`src/rtl/fpga_robots_game_timebase_pkg.sv`:
```
// fpga_robots_game_timebase_pkg: config-select encodings and default rates
// shared by the timebase and the game logic that retunes it.
`default_nettype none

package fpga_robots_game_timebase_pkg;

  typedef enum logic [1:0] {
    TB_SEL_STEP = 2'd0,
    TB_SEL_DIV  = 2'd1,
    TB_SEL_CLR  = 2'd2,
    TB_SEL_RSVD = 2'd3
  } tb_sel_e;

  // 115,200 baud at a 65 MHz oclk: 65e6 * 929 / 2^19 ~= 115.17 kHz
  localparam int TB_STEP_BAUD = 929;
  localparam int TB_DIV_PS2   = 5;

  function automatic int tb_ch_width(input int n);
    return (n > 1) ? $clog2(n) : 1;
  endfunction

endpackage

`default_nettype wire

```
`src/rtl/fpga_robots_game_timebase_chan.sv`:
```
// fpga_robots_game_timebase_chan: one channel's phase accumulator, oversample
// divider and registered base/oversample/divided strobes.
`default_nettype none

module fpga_robots_game_timebase_chan #(
  parameter int               ACC_W    = 19,
  parameter int               OVS_LOG2 = 3,
  parameter int               DIV_W    = 4,
  parameter logic [ACC_W-1:0] STEP_RST = ACC_W'(929),
  parameter logic [DIV_W-1:0] DIV_RST  = DIV_W'(5)
) (
  input  logic             clk,
  input  logic             rst,
  input  logic             step_we,
  input  logic             div_we,
  input  logic             clr,
  input  logic [ACC_W-1:0] wdata,
  output logic             tick,
  output logic             tick_ovs,
  output logic             tick_div
`ifdef FPGA_ROBOTS_TIMEBASE_TOGGLE_EN
  ,
  output logic             tog
`endif
);

  localparam int K = ACC_W - OVS_LOG2;

  logic [ACC_W-1:0] acc;
  logic [ACC_W-1:0] step;
  logic [DIV_W-1:0] div;
  logic [DIV_W-1:0] divctr;
  logic [ACC_W:0]   sum;
  logic             ovs_evt;

  assign sum     = {1'b0, acc} + {1'b0, step};
  assign ovs_evt = sum[K] ^ acc[K];

  // Later assignments win: writes override the divider update, and a clear
  // overrides both the divider and the strobes computed this edge.
  always_ff @(posedge clk) begin
    if (rst) begin
      acc      <= '0;
      step     <= STEP_RST;
      div      <= DIV_RST;
      divctr   <= '0;
      tick     <= 1'b0;
      tick_ovs <= 1'b0;
      tick_div <= 1'b0;
`ifdef FPGA_ROBOTS_TIMEBASE_TOGGLE_EN
      tog      <= 1'b0;
`endif
    end else begin
      acc      <= sum[ACC_W-1:0];
      tick     <= sum[ACC_W];
      tick_ovs <= ovs_evt;
      tick_div <= 1'b0;
      if (ovs_evt) begin
        if (divctr == div) begin
          tick_div <= 1'b1;
          divctr   <= '0;
`ifdef FPGA_ROBOTS_TIMEBASE_TOGGLE_EN
          tog      <= ~tog;
`endif
        end else begin
          divctr <= divctr + DIV_W'(1);
        end
      end
      if (step_we) begin
        step <= wdata;
      end
      if (div_we) begin
        div    <= wdata[DIV_W-1:0];
        divctr <= '0;
      end
      if (clr) begin
        acc      <= '0;
        divctr   <= '0;
        tick     <= 1'b0;
        tick_ovs <= 1'b0;
        tick_div <= 1'b0;
`ifdef FPGA_ROBOTS_TIMEBASE_TOGGLE_EN
        tog      <= 1'b0;
`endif
      end
    end
  end

endmodule

`default_nettype wire

```
`src/rtl/fpga_robots_game_timebase.sv`:
```
// fpga_robots_game_timebase: NCH-channel programmable strobe generator with a
// register-style config port. Optional FPGA_ROBOTS_TIMEBASE_TOGGLE_EN adds tog.
`default_nettype none

module fpga_robots_game_timebase
  import fpga_robots_game_timebase_pkg::*;
#(
  parameter int                     NCH       = 3,
  parameter int                     ACC_W     = 19,
  parameter int                     OVS_LOG2  = 3,
  parameter int                     DIV_W     = 4,
  parameter logic [NCH*ACC_W-1:0]   STEP_INIT = {3{19'd929}},
  parameter logic [NCH*DIV_W-1:0]   DIV_INIT  = {3{4'd5}}
) (
  input  logic                          clk,
  input  logic                          rst,
  input  logic                          cfg_we,
  input  logic [tb_ch_width(NCH)-1:0]   cfg_ch,
  input  logic [1:0]                    cfg_sel,
  input  logic [ACC_W-1:0]              cfg_data,
  output logic                          cfg_ack,
  output logic [NCH-1:0]                tick,
  output logic [NCH-1:0]                tick_ovs,
  output logic [NCH-1:0]                tick_div
`ifdef FPGA_ROBOTS_TIMEBASE_TOGGLE_EN
  ,
  output logic [NCH-1:0]                tog
`endif
);

  localparam int CH_W = tb_ch_width(NCH);

  logic sel_step;
  logic sel_div;
  logic sel_clr;

  assign sel_step = (cfg_sel == TB_SEL_STEP);
  assign sel_div  = (cfg_sel == TB_SEL_DIV);
  assign sel_clr  = (cfg_sel == TB_SEL_CLR);

  // Every write is acknowledged, including reserved selects and absent channels.
  always_ff @(posedge clk) begin
    if (rst) begin
      cfg_ack <= 1'b0;
    end else begin
      cfg_ack <= cfg_we;
    end
  end

  for (genvar i = 0; i < NCH; i++) begin : g_chan
    logic hit;
    assign hit = cfg_we && (cfg_ch == CH_W'(i));

    fpga_robots_game_timebase_chan #(
      .ACC_W    (ACC_W),
      .OVS_LOG2 (OVS_LOG2),
      .DIV_W    (DIV_W),
      .STEP_RST (STEP_INIT[i*ACC_W +: ACC_W]),
      .DIV_RST  (DIV_INIT[i*DIV_W +: DIV_W])
    ) u_chan (
      .clk      (clk),
      .rst      (rst),
      .step_we  (hit && sel_step),
      .div_we   (hit && sel_div),
      .clr      (hit && sel_clr),
      .wdata    (cfg_data),
      .tick     (tick[i]),
      .tick_ovs (tick_ovs[i]),
      .tick_div (tick_div[i])
`ifdef FPGA_ROBOTS_TIMEBASE_TOGGLE_EN
      ,
      .tog      (tog[i])
`endif
    );
  end

endmodule

`default_nettype wire

```
`config.mk`:
```
export PLATFORM = sky130hd
export DESIGN_NAME = fpga_robots_game_timebase
export DESIGN_NICKNAME = d
export VERILOG_FILES = /design/src/rtl/fpga_robots_game_timebase_pkg.sv /design/src/rtl/fpga_robots_game_timebase_chan.sv /design/src/rtl/fpga_robots_game_timebase.sv
export SDC_FILE = /design/constraint.sdc
export NUM_CORES = 1
export LEC_CHECK = 0
export BUFFER_PORTS_ARGS = -buffer_cell sky130_fd_sc_hd__clkbuf_2
export CORE_ASPECT_RATIO = 0.6
export CORE_MARGIN = 2
export CORE_UTILIZATION = 60
export CTS_CLUSTER_SIZE = 14
export DETAILED_ROUTE_END_ITERATION = 6
export PLACE_DENSITY = 0.81
export SLEW_MARGIN = 20
export SYNTH_ARGS = -nofsm -noshare
export SYNTH_HDL_FRONTEND = slang
export SYNTH_SLANG_ARGS = --single-unit
```
`constraint.sdc`:
```
create_clock -name clk -period 5.1 [get_ports clk]
set_input_delay 0.255 -clock clk [delete_from_list [all_inputs] [get_ports clk]]
set_output_delay 0.255 -clock clk [all_outputs]
set_load 0.005 [all_outputs]
```
==> impl_metrics.ini <==
[yosys]
syn_avg_cell_area_um2 = 8.41
synth-async-reset-ratio_pct = 0
synthesis.area_um2 = 7630
syn_inst = 907
yosysSeqAreaShare_pct = 38.9
synth_cell_types = 57
ys_warn_count = 0
synthFlopType = dfxtp_1
synth_seq_cells = 148
synth-edff-count = 0
synth_nets = 996

[place]
placed_area_um2 = 7880
portBuffers = 35
dp_hpwl_mm = 13.0
place_congestion = 0.885

[floorplan]
die_w_um = 150
fp.coreArea_um2 = 12200
dieArea_um2 = 13700
row_count = 31
start_util_pct = 62.4
ios = 36
die_height_um = 91.3

[detailed_routing]
vias = 6462
routed_wl_mm = 18.4
drc = 0
ant_nets = 0
routedWlPerCell_um = 16.7
drt-pass1-iter-count = 5
drt_iter0_drc = 609
avgViaCountPerCell = 5.84

[layout]
multi_input_area_um2 = 4440
nets = 1019
area.growth.synth_to_final_pct = 11.0
antenna_cells = 0
fillers = 986
ff_latch_area_um2 = 2960
final_area_um2 = 8470
drive_above_1_share_pct = 8.70

[clocking]
cts_hold_buf = 0
cts_resized = 0
htree_levels = 4
clock_sinks = 148
clock_latency_ps = 420
cts_buffer_depth = 2
post_cts.repair.setup_buffers = 0
cts_root_buf = clkbuf_16
cts_buffers = 17
cts_tree = built
clk_pin_slew_ps = 70

[timing]
fmax_mhz = 320
finalCriticalPeriod_ps = 3120
period_share_pct = 61.2
rsz0062_at_grt = no
setup_tns_ps = 0
maxSlewViolCount = 0
fin_hold_ws_ps = 112
hold_viol = 0
setup_viol = 0
final.setup_skew_ps = 10.1
slew-limit-headroom_pct = 42.0
worst_pin_slew_ps = 870

[setup_path]
end_kind = flop
worstPathArrival_ps = 3450
start_kind = flop
crit_type = reg2reg
cp_max_fo = 9
worstPathRequired_ps = 5420

[worst_hold_path]
hp-class = in2reg

[grt]
grt_overflow = 0
grt_pass1_wl_mm = 30.6
track_usage_pct = 28.5
grt_max_degree = 52
antenna_found_initial = 0
grt_pass1_vias = 6076

[pwr]
power_w = 0.00302
peakVddDrop_mv = 0.262
p_per_area_nw_per_um2 = 356
p_leak_nw = 3.61

[run]
drv_cap = 0

[status]
status = complete, no violations
==> flip-flops by register name (all words and copies together) (netlist names) <==
| register | cells |
|---|---|
| g_chan.u_chan.acc | 57 |
| g_chan.u_chan.step | 57 |
| g_chan.u_chan.div | 12 |
| g_chan.u_chan.divctr | 12 |
| g_chan.u_chan.tick | 3 |
| g_chan.u_chan.tick_div | 3 |
| g_chan.u_chan.tick_ovs | 3 |
| cfg_ack | 1 |
==> per-stage QoR <==
step           cells  worst slack [ps]  util (%)
3_3_place_gp    1076              2090      64.5
3_5_place_dp    1076              1990      64.5
4_1_cts         1107              1980      69.3
2_1_floorplan    907              2290         -
5_1_grt         1107              1530      69.3
6_report        1107              1980      69.3
==> cells by family after synthesis <==
group	synth area share [%]
flops	38.9
simple gates	22.0
fa+ha+maj	10.6
xor+xnor	6.04
buf+inv	2.95
compound gates	18.7
mux	0.919
==> synthesized netlist by cell type (4+ instances only) <==
library cell | count | share of area [%]
a2111oi_0 | 4 | 0.46
ha_1 | 60 | 9.8
xor2_1 | 19 | 2.2
inv_1 | 16 | 0.79
clkbuf_1 | 25 | 1.2
nor3_1 | 21 | 1.4
nor2b_1 | 15 | 1.2
nand3b_1 | 16 | 1.6
nand4_1 | 5 | 0.41
a211oi_1 | 8 | 0.79
nor3b_1 | 4 | 0.39
nand2b_1 | 13 | 1.1
a21o_1 | 22 | 2.2
o21ai_0 | 35 | 2.3
a21oi_1 | 105 | 6.9
and3_1 | 6 | 0.49
buf_4 | 9 | 0.89
o21bai_1 | 4 | 0.39
xnor2_1 | 31 | 3.6
nand2_1 | 152 | 7.5
mux2i_1 | 7 | 0.92
nor2_1 | 73 | 3.6
a31oi_1 | 6 | 0.49
o21a_1 | 11 | 1.1
and2_1 | 12 | 0.98
dfxtp_1 | 148 | 39
nand3_1 | 24 | 1.6
o31ai_1 | 4 | 0.39
a211o_1 | 8 | 0.92
o211ai_1 | 4 | 0.39
==> layout make-up <==
class / count / area share (%)
timing repair buffer: 39 / 2.42
clock inverter: 12 / 1.86
tap: 165 / 2.44
clock buffer: 19 / 5.11
inverter: 16 / 0.709
multi-input combinational: 708 / 52.5
sequential: 148 / 35.0
==> cells in the final DEF (no fill, tap or decap), drive strengths merged, types with 17 or more instances in the layout <==
cell type	synthesis	final
dfxtp	148	148
nor3	21	21
xor2	19	19
nor2	73	73
nand3	24	24
xnor2	31	31
inv	16	17
a21oi	106	106
nand2	152	152
a21o	22	22
ha	60	60
clkbuf	25	54
o21ai	35	35
==> worst max-delay path, cell delays in order, from the launching register on <==
cell       delay [ps]
dfxtp_1           320
ha_1              220
fa_1              440
a211oi_1          280
o21ai_0           210
a2111oi_0         450
nor2_1            170
xnor2_1           560
nand2_1           100
a32o_1            280
==> power breakdown <==
group / total (W) / leakage, nW / internal [W] / switching [W]
registers: 0.00126 / 1.20 / 0.00123 / 0.0000301
logic: 0.000489 / 2.14 / 0.000198 / 0.000291
clock network: 0.00127 / 0.268 / 0.000767 / 0.000502
==> final timing paths <==
kind | startpoint | slack (ps) | depth (start not counted) | endpoint
setup / recovery | g_chan[2].u_chan.step[0] | 1980 | 9 | g_chan[2].u_chan.divctr[2]
setup reg to reg | g_chan[2].u_chan.step[0] | 1980 | 9 | g_chan[2].u_chan.divctr[2]
hold reg to reg | g_chan[2].u_chan.step[6] | 470 | 2 | g_chan[2].u_chan.step[6]
hold / removal | cfg_data[4] | 110 | 3 | g_chan[2].u_chan.step[4]
==> per-layer routing <==
metal	vias to the layer above	global-route usage, %	wire (um)
met5	-	0	0
met3	21	8.19	1390
met4	0	6.19	178
met2	198	41.7	7610
met1	3009	41.4	9260
li1	3234	-	-
(Power assumes the default switching activity.)
